--- src/rtl/multicycle_control.sv ---
// Multi-cycle sequencing controller for the RV32I-subset datapath: steps each
// instruction through fetch/decode/execute/memory/writeback and counts retirements.
module multicycle_control #(
  parameter int INSTRET_W = 32
) (
  input  logic                 clk,
  input  logic                 rst,
  input  logic [6:0]           op,
  input  logic [2:0]           funct3,
  input  logic [6:0]           funct7,
  input  logic                 mem_ready,
  output logic                 mem_req,
  output logic                 mem_we,
  output logic                 adr_src,
  output logic                 ir_write,
  output logic                 pc_write,
  output logic                 reg_write,
  output logic [1:0]           ula_src_a,
  output logic [1:0]           ula_src_b,
  output logic [2:0]           ula_control,
  output logic [1:0]           result_src,
  output logic                 illegal,
  output logic [INSTRET_W-1:0] instret,
  output logic [3:0]           state_dbg
);

  typedef enum logic [3:0] {
    S_FETCH     = 4'd0,
    S_DECODE    = 4'd1,
    S_EXEC_R    = 4'd2,
    S_EXEC_I    = 4'd3,
    S_MEM_ADDR  = 4'd4,
    S_MEM_READ  = 4'd5,
    S_MEM_WB    = 4'd6,
    S_MEM_WRITE = 4'd7,
    S_ALU_WB    = 4'd8,
    S_TRAP      = 4'd9
  } state_e;

  localparam logic [6:0] OP_R  = 7'b0110011;
  localparam logic [6:0] OP_I  = 7'b0010011;
  localparam logic [6:0] OP_LW = 7'b0000011;
  localparam logic [6:0] OP_SW = 7'b0100011;

  localparam logic [2:0] ALU_ADD = 3'b000;
  localparam logic [2:0] ALU_SUB = 3'b001;
  localparam logic [2:0] ALU_AND = 3'b010;
  localparam logic [2:0] ALU_OR  = 3'b011;
  localparam logic [2:0] ALU_SLT = 3'b101;

  // Both decoders return {legal, alu_op}.
  function automatic logic [3:0] r_decode(input logic [2:0] f3, input logic [6:0] f7);
    case ({f3, f7})
      {3'b000, 7'b0000000}: r_decode = {1'b1, ALU_ADD};
      {3'b000, 7'b0100000}: r_decode = {1'b1, ALU_SUB};
      {3'b111, 7'b0000000}: r_decode = {1'b1, ALU_AND};
      {3'b110, 7'b0000000}: r_decode = {1'b1, ALU_OR};
      {3'b010, 7'b0000000}: r_decode = {1'b1, ALU_SLT};
      default:              r_decode = {1'b0, ALU_ADD};
    endcase
  endfunction

  function automatic logic [3:0] i_decode(input logic [2:0] f3);
    case (f3)
      3'b000:  i_decode = {1'b1, ALU_ADD};
      3'b010:  i_decode = {1'b1, ALU_SLT};
      3'b110:  i_decode = {1'b1, ALU_OR};
      3'b111:  i_decode = {1'b1, ALU_AND};
      default: i_decode = {1'b0, ALU_ADD};
    endcase
  endfunction

  state_e                 state_q, state_d;
  logic [INSTRET_W-1:0]   instret_q, instret_d;
  logic [3:0]             r_dec;
  logic [3:0]             i_dec;
  logic                   retire;

  assign r_dec = r_decode(funct3, funct7);
  assign i_dec = i_decode(funct3);

  always_ff @(posedge clk) begin
    if (rst) begin
      state_q   <= S_FETCH;
      instret_q <= '0;
    end else begin
      state_q   <= state_d;
      instret_q <= instret_d;
    end
  end

  always_comb begin
    state_d = state_q;
    case (state_q)
      S_FETCH:     if (mem_ready) state_d = S_DECODE;
      S_DECODE: begin
        if (op == OP_R)                                           state_d = S_EXEC_R;
        else if (op == OP_I)                                      state_d = S_EXEC_I;
        else if ((op == OP_LW || op == OP_SW) && funct3 == 3'b010) state_d = S_MEM_ADDR;
        else                                                      state_d = S_TRAP;
      end
      S_EXEC_R:    state_d = r_dec[3] ? S_ALU_WB : S_TRAP;
      S_EXEC_I:    state_d = i_dec[3] ? S_ALU_WB : S_TRAP;
      // IR is still stable here, so the opcode tells load from store.
      S_MEM_ADDR:  state_d = (op == OP_SW) ? S_MEM_WRITE : S_MEM_READ;
      S_MEM_READ:  if (mem_ready) state_d = S_MEM_WB;
      S_MEM_WB:    state_d = S_FETCH;
      S_MEM_WRITE: if (mem_ready) state_d = S_FETCH;
      S_ALU_WB:    state_d = S_FETCH;
      S_TRAP:      state_d = S_TRAP;
      default:     state_d = S_TRAP;
    endcase
  end

  always_comb begin
    retire    = (state_q == S_ALU_WB) || (state_q == S_MEM_WB) ||
                ((state_q == S_MEM_WRITE) && mem_ready);
    instret_d = instret_q + {{(INSTRET_W-1){1'b0}}, retire};
  end

  always_comb begin
    mem_req     = 1'b0;
    mem_we      = 1'b0;
    adr_src     = 1'b0;
    ir_write    = 1'b0;
    pc_write    = 1'b0;
    reg_write   = 1'b0;
    ula_src_a   = 2'b00;
    ula_src_b   = 2'b00;
    ula_control = ALU_ADD;
    result_src  = 2'b00;
    illegal     = 1'b0;
    case (state_q)
      S_FETCH: begin
        mem_req    = 1'b1;
        ula_src_b  = 2'b10;
        result_src = 2'b10;
        ir_write   = mem_ready;
        pc_write   = mem_ready;
      end
      S_EXEC_R: begin
        ula_src_a   = 2'b10;
        ula_control = r_dec[2:0];
      end
      S_EXEC_I: begin
        ula_src_a   = 2'b10;
        ula_src_b   = 2'b01;
        ula_control = i_dec[2:0];
      end
      S_MEM_ADDR: begin
        ula_src_a = 2'b10;
        ula_src_b = 2'b01;
      end
      S_MEM_READ: begin
        mem_req = 1'b1;
        adr_src = 1'b1;
      end
      S_MEM_WB: begin
        reg_write  = 1'b1;
        result_src = 2'b01;
      end
      S_MEM_WRITE: begin
        mem_req = 1'b1;
        mem_we  = 1'b1;
        adr_src = 1'b1;
      end
      S_ALU_WB: reg_write = 1'b1;
      S_TRAP:   illegal   = 1'b1;
      default:  ;
    endcase
    // Reset masks every strobe so nothing reaches the datapath or memory.
    if (rst) begin
      mem_req     = 1'b0;
      mem_we      = 1'b0;
      adr_src     = 1'b0;
      ir_write    = 1'b0;
      pc_write    = 1'b0;
      reg_write   = 1'b0;
      ula_src_a   = 2'b00;
      ula_src_b   = 2'b00;
      ula_control = ALU_ADD;
      result_src  = 2'b00;
      illegal     = 1'b0;
    end
  end

  assign instret   = instret_q;
  assign state_dbg = state_q;

endmodule

--- config.mk ---
export PLATFORM = sky130hd
export DESIGN_NAME = multicycle_control
export DESIGN_NICKNAME = d
export VERILOG_FILES = /design/src/rtl/multicycle_control.sv
export SDC_FILE = /design/constraint.sdc
export NUM_CORES = 1
export LEC_CHECK = 0
export BUFFER_PORTS_ARGS = -buffer_cell sky130_fd_sc_hd__buf_2
export CORE_ASPECT_RATIO = 0.75
export CORE_UTILIZATION = 50
export CTS_CLUSTER_DIAMETER = 30
export DETAILED_ROUTE_END_ITERATION = 10
export GPL_TIMING_DRIVEN = 0
export PLACE_DENSITY = 0.83
export REMOVE_ABC_BUFFERS = 1
export SLEW_MARGIN = 5
export SYNTH_ARGS = -nofsm -noshare
export SYNTH_HDL_FRONTEND = slang
export SYNTH_SLANG_ARGS = --single-unit
--- constraint.sdc ---
create_clock -name clk -period 2.9 [get_ports clk]
set_input_delay 0.145 -clock clk [delete_from_list [all_inputs] [get_ports clk]]
set_output_delay 0.145 -clock clk [all_outputs]
set_load 0.005 [all_outputs]
---- Word level (Yosys, flattened, before mapping) ----
Index checks and enable logic that the tools add are counted.
storage, ports and cells
  flip-flop bits (word level) ............. 36
  output and inout bits ................... 52
operators by class
  add/subtract/negate cells ............... 1
  equality and inequality tests ........... 23
  muxes and demuxes ....................... 32
  reduce and logical (&&, ||, !) cells .... 14
operators with widths
  operator                                                                count
  32-bit by 1-bit adder with 32-bit output                                1
  4-bit case mux with 8 select lines                                      1
  4-bit two-way mux                                                       6
  10-bit equality test, second input constant                             2
  4-bit case mux with 5 select lines                                      1
  4-bit by 3-bit equality test with 1-bit output, second input constant   4
  4-bit case mux with 4 select lines                                      1
  7-bit by 6-bit equality test with 1-bit output, second input constant   2
  1-bit two-way mux                                                       14
  10-bit by 6-bit equality test with 1-bit output, second input constant  1
  10-bit by 9-bit equality test with 1-bit output, second input constant  1
  10-bit zero test                                                        1
  2-bit two-way mux                                                       5
  4-bit by 2-bit equality test with 1-bit output, second input constant   2
  4-bit equality test, second input constant                              2
  2-bit case mux with 2 select lines                                      2
  7-bit by 2-bit equality test with 1-bit output, second input constant   1
  7-bit by 5-bit equality test with 1-bit output, second input constant   1
  3-bit equality test, second input constant                              2
  2-bit != test, second input constant                                    3
  3-bit case mux with 2 select lines                                      1
  2-bit OR reduction                                                      3
  3-bit OR reduction                                                      2
  4-bit by 1-bit equality test with 1-bit output, second input constant   1
  7 further kinds                                                         10

---- Depth between registers and ports, before layout ----
  depth after elaboration ................. 7
  mapped depth ............................ 12
  depth with buffers taken out ............ 9

---- Worst setup path after synthesis ----
No wires, ideal clock.
  kind .................................... reg2reg
  from .................................... register state_q[2], in the netlist state_dbg[2]
  to ...................................... register instret_q[24], in the netlist instret[24]
  setup time .............................. 0.121 ns
  arrival time ............................ 2.596 ns
  data required time ...................... 2.779 ns
  setup slack ............................. 0.183 ns
  stages on the path, launching flop included .. 10
  period minus slack after synthesis ...... 2.717 ns
  cell sequence ........................... dfxtp_1 > clkbuf_1 > nand3_1 > o21ai_0 > ha_1 > ha_1 > nand4_2 > or4_1 > nor3_1 > mux2_2
on the way
  longest elaborated chain between the ends .. 4
  elaborated cells between the ends (all ways) .. 7
  those cells by class .................... add/sub (1); eq/ne (3); reduce/logical (3)
RTL lines
  item                                                   RTL line  RTL
  start, declared                                        73        state_e state_q, state_d;
  start signal, assigned                                 87        state_q <= state_d;
  4-bit equality test (tied with other cells)            116       retire = (state_q == S_ALU_WB) || (state_q == S_MEM_WB) ||
  1-bit logical OR or 1-bit logical AND (tied branches)  116, 117
  1-bit logical OR *                                     116
  32-bit by 1-bit adder with 32-bit output *             118       instret_d = instret_q + {{(INSTRET_W-1){1'b0}}, retire};
  end signal, assigned                                   88        instret_q <= instret_d;
  end, declared                                          74        logic [INSTRET_W-1:0] instret_q, instret_d;
Every way passes the cells marked *; elsewhere a longest branch is shown, timed or not.
A chain may end at the register's enable or synchronous reset.

---- Worst setup path in the final report ----
  from .................................... register state_q[1], in the netlist state_dbg[1]
  to ...................................... register instret_q[26], in the netlist instret[26]
Same word-level chain as after synthesis.

==> key figures <==
GRT
  – Met2 Resource Use GR: 38.7%
  – Largest net degree at the start of global routing: 55
  – First-pass GRT wire length: 8.42 mm
  – GRT busiest layer: met2
  – GRT Util Overall: 23.1%
  – Vias in the first global route: 1,906
  – GR Util met1: 29.0%
  – Met3 usage: 5.58%
  – Initial antenna violation count: 0
  – Grt ovf: 0

Layout
  – N_diodes: 0
  – Total Nets Final: 356
  – Layout cells sized above 1: 30.4%
  – Layout Utilization: 63.4%
  – Multi-input logic area: 0.00132 sq mm
  – Register area: 728 sq um
  – Area grow syn2layout: 20.2%
  – Number of fill cells in the layout: 369

Synth
  – Post-synth top cells: dfxtp_1 (36), nor2_1 (35), nand2_1 (19)
  – Compound-gate portion of the synthesized area: 14.1%
  – XOR/XNOR Fraction of Synth Area: 3.66%
  – Most numerous cell in the Yosys netlist: dfxtp_1
  – Area leader, netlist: dfxtp_1
  – Sequential share of the synthesized area: 33.5%
  – Mux cell area share after synthesis: 4.19%
  – YS warnings: 0
  – Ranking of synthesized cells by area: dfxtp_1 (33%), nor2_1 (6.1%), mux2_2 (4.2%), a21oi_1 (3.7%), o21ai_0 (3.5%)
  – Ys flop type: dfxtp_1
  – Top-area cell type share of the netlist area: 33.5%
  – Post-synth EDFFs: 0
  – Main combinational cell family by area after synthesis: simple AND/OR/NAND/NOR gates
  – Post-Synthesis Cells: 275
  – Avg Inst Size Synth: 7.83 sq um
  – #FFs+latches synth: 36
  – Mapped cell area: 0.00215 sq mm
  – Netlist cell types: 52
  – FFs w/ async S/R, synth: 0%
  – Synth Area in Simple Gates: 37.3%
  – Adder-cell share of the synthesized area: 1.16%

Pwr
  – Areal power density over the cells: 478 mW/mm^2
  – Power Total: 1.24 mW
  – VDD IR max: 0.240 mV
  – Cell leakage power: 1.03 nW

Run status
  – Status: completed

Setup path
  – Worst setup path start: state_dbg[1]
  – Critical path, cell by cell: nand3_1, o21ai_0, ha_2, ha_2, nand4_2, or4_4, nor3_1, mux2_2
  – Critical Path Start Type: flip-flop
  – Setup crit end kind: flip-flop
  – R2r setup slk: 140 ps
  – Crit path max-delay cell type: or4_4
  – Max incr delay on CP: 550 ps
  – Most frequent CP cell: ha_2
  – Critical path's top delay family: simple AND/OR/NAND/NOR gates
  – Worst path depth: 8
  – FF-to-FF Start: state_dbg[1]
  – Crit path kind: reg -> reg
  – Worst EP required: 3090 ps
  – WP data arrival: 2940 ps
  – Max FO, Critical Path: 14
  – R2R depth: 8
  – Number of buffers and inverters on the critical path: 0

Clock network
  – Clock Path Buffers: 2
  – CTS tree: done
  – CTS root buffer: clkbuf_8
  – Reg clk slew, reported paths: 70 ps
  – Clock Sink Count: 36
  – TritonCTS Buffers: 5
  – Number of setup buffers added after CTS: 0
  – H-tree Lvls: 2
  – Clock latency at the later pin of the worst-skew pair: 290 ps

Min path
  – Worst hold path class: in -> reg
  – HP Start: mem_ready
  – Worst Hold Depth: 3

Detailed routing
  – Routed len/inst: 13.0 um
  – Vias: 2,227
  – Post-route ant nets: 0
  – TritonRoute pass-1 iters: 4
  – Residual DRC: 0
  – DRT iter0 DRCs: 85
  – WL final: 5.06 mm
  – Avg Vias per Cell: 5.71

Die
  – Die height: 58.8 um
  – Die area: 0.00457 sq mm
  – Initial Util: 52.8%
  – Core area: 0.00408 sq mm
  – I/O pins: 72
  – Rows: 20
  – Die width: 77.8 um

Timing
  – Worst hold slack: 213 ps
  – Relative slew slack: 39.7%
  – Final setup fails: 0
  – Actual slew at the worst max-slew pin: 904 ps
  – Final Hold Vio Count: 0
  – Max Clock Skew: 11.0 ps
  – Minimum clock period: 2760 ps
  – Total Neg Setup Slack: 0 ps
  – Tcrit/Tclk final: 95.1%
  – Max frequency: 0.363 GHz
  – Final Slew Violations: 0

Flow run
  – Max-cap viol count: 0

Placement
  – GP Congestion: 0.839
  – IO buf count: 70
  – Final HPWL DP: 3.54 mm
-- power breakdown --
group          internal (mW)  switching, mW
Combinational          0.140          0.143
Sequential             0.519         0.0665
Clock                  0.193          0.176
-- state kept, by name (all words and copies together), names as in the netlist --
register	count
state_dbg	4
instret	32
-- layer usage --
| metal | routed length [um] | vias up |
|---|---|---|
| met5 | 0 | - |
| met4 | 96 | 0 |
| met3 | 267 | 11 |
| met2 | 2330 | 67 |
| met1 | 2360 | 1035 |
| li1 | - | 1114 |
-- worst register-to-register path, stage by stage (launching register included) --
cell and delay [ps]:
dfxtp_2 470, nand3_1 180, o21ai_0 260, ha_2 270, ha_2 230, nand4_2 160, or4_4 550, nor3_1 190
mux2_2 360
-- final timing paths --
kind	endpoint
max reg2reg	instret[26]
min	state_dbg[0]
max	instret[26]
min reg2reg	instret[22]
-- logic make-up (layout without fill, tap and decap cells) --
| group | after synthesis | after routing |
|---|---|---|
| simple gates | 144 | 144 |
| mux | 8 | 8 |
| buf+inv | 25 | 85 |
| xor+xnor | 9 | 9 |
| flops | 36 | 36 |
| compound gates | 50 | 50 |
| fa+ha+maj | 2 | 2 |
| other cells | 1 | 1 |
-- area by class of cell --
class                           count  area share (%)
Clock buffer                        7            3.34
Multi-Input combinational cell    214            51.0
Inverter                            7            1.02
Timing Repair Buffer               70            13.5
Tap cell                           55            2.66
Clock inverter                      1           0.290
Sequential cell                    36            28.2
-- cell usage in the layout, fill, tap and decap left out, types with 8 or more instances in the layout --
| cell | instances |
|---|---|
| nand4_1 | 8 |
| nor3_1 | 12 |
| nand2_1 | 19 |
| mux2_2 | 8 |
| o21ai_0 | 15 |
| nand3_1 | 11 |
| or4_1 | 8 |
| nor2_1 | 35 |
| buf_2 | 70 |
| dfxtp_1 | 32 |
| a21oi_1 | 16 |
| nor2b_1 | 10 |
-- per-stage QoR --
stage                     area (sq um)  instances  worst slack (ps)
after floorplan                   2050        257               296
final                             2590        390               142
after global placement            2470        382             -71.7
after global routing              2590        390             -55.5
after CTS                         2570        390              14.4
after detailed placement          2470        382             -82.9
-- repair_timing --
item,in CTS,in global routing
setup endpoints to repair,7,9
resized for setup,2,7
hold buffers,0,0
Power figures use the tool's default switching activity.
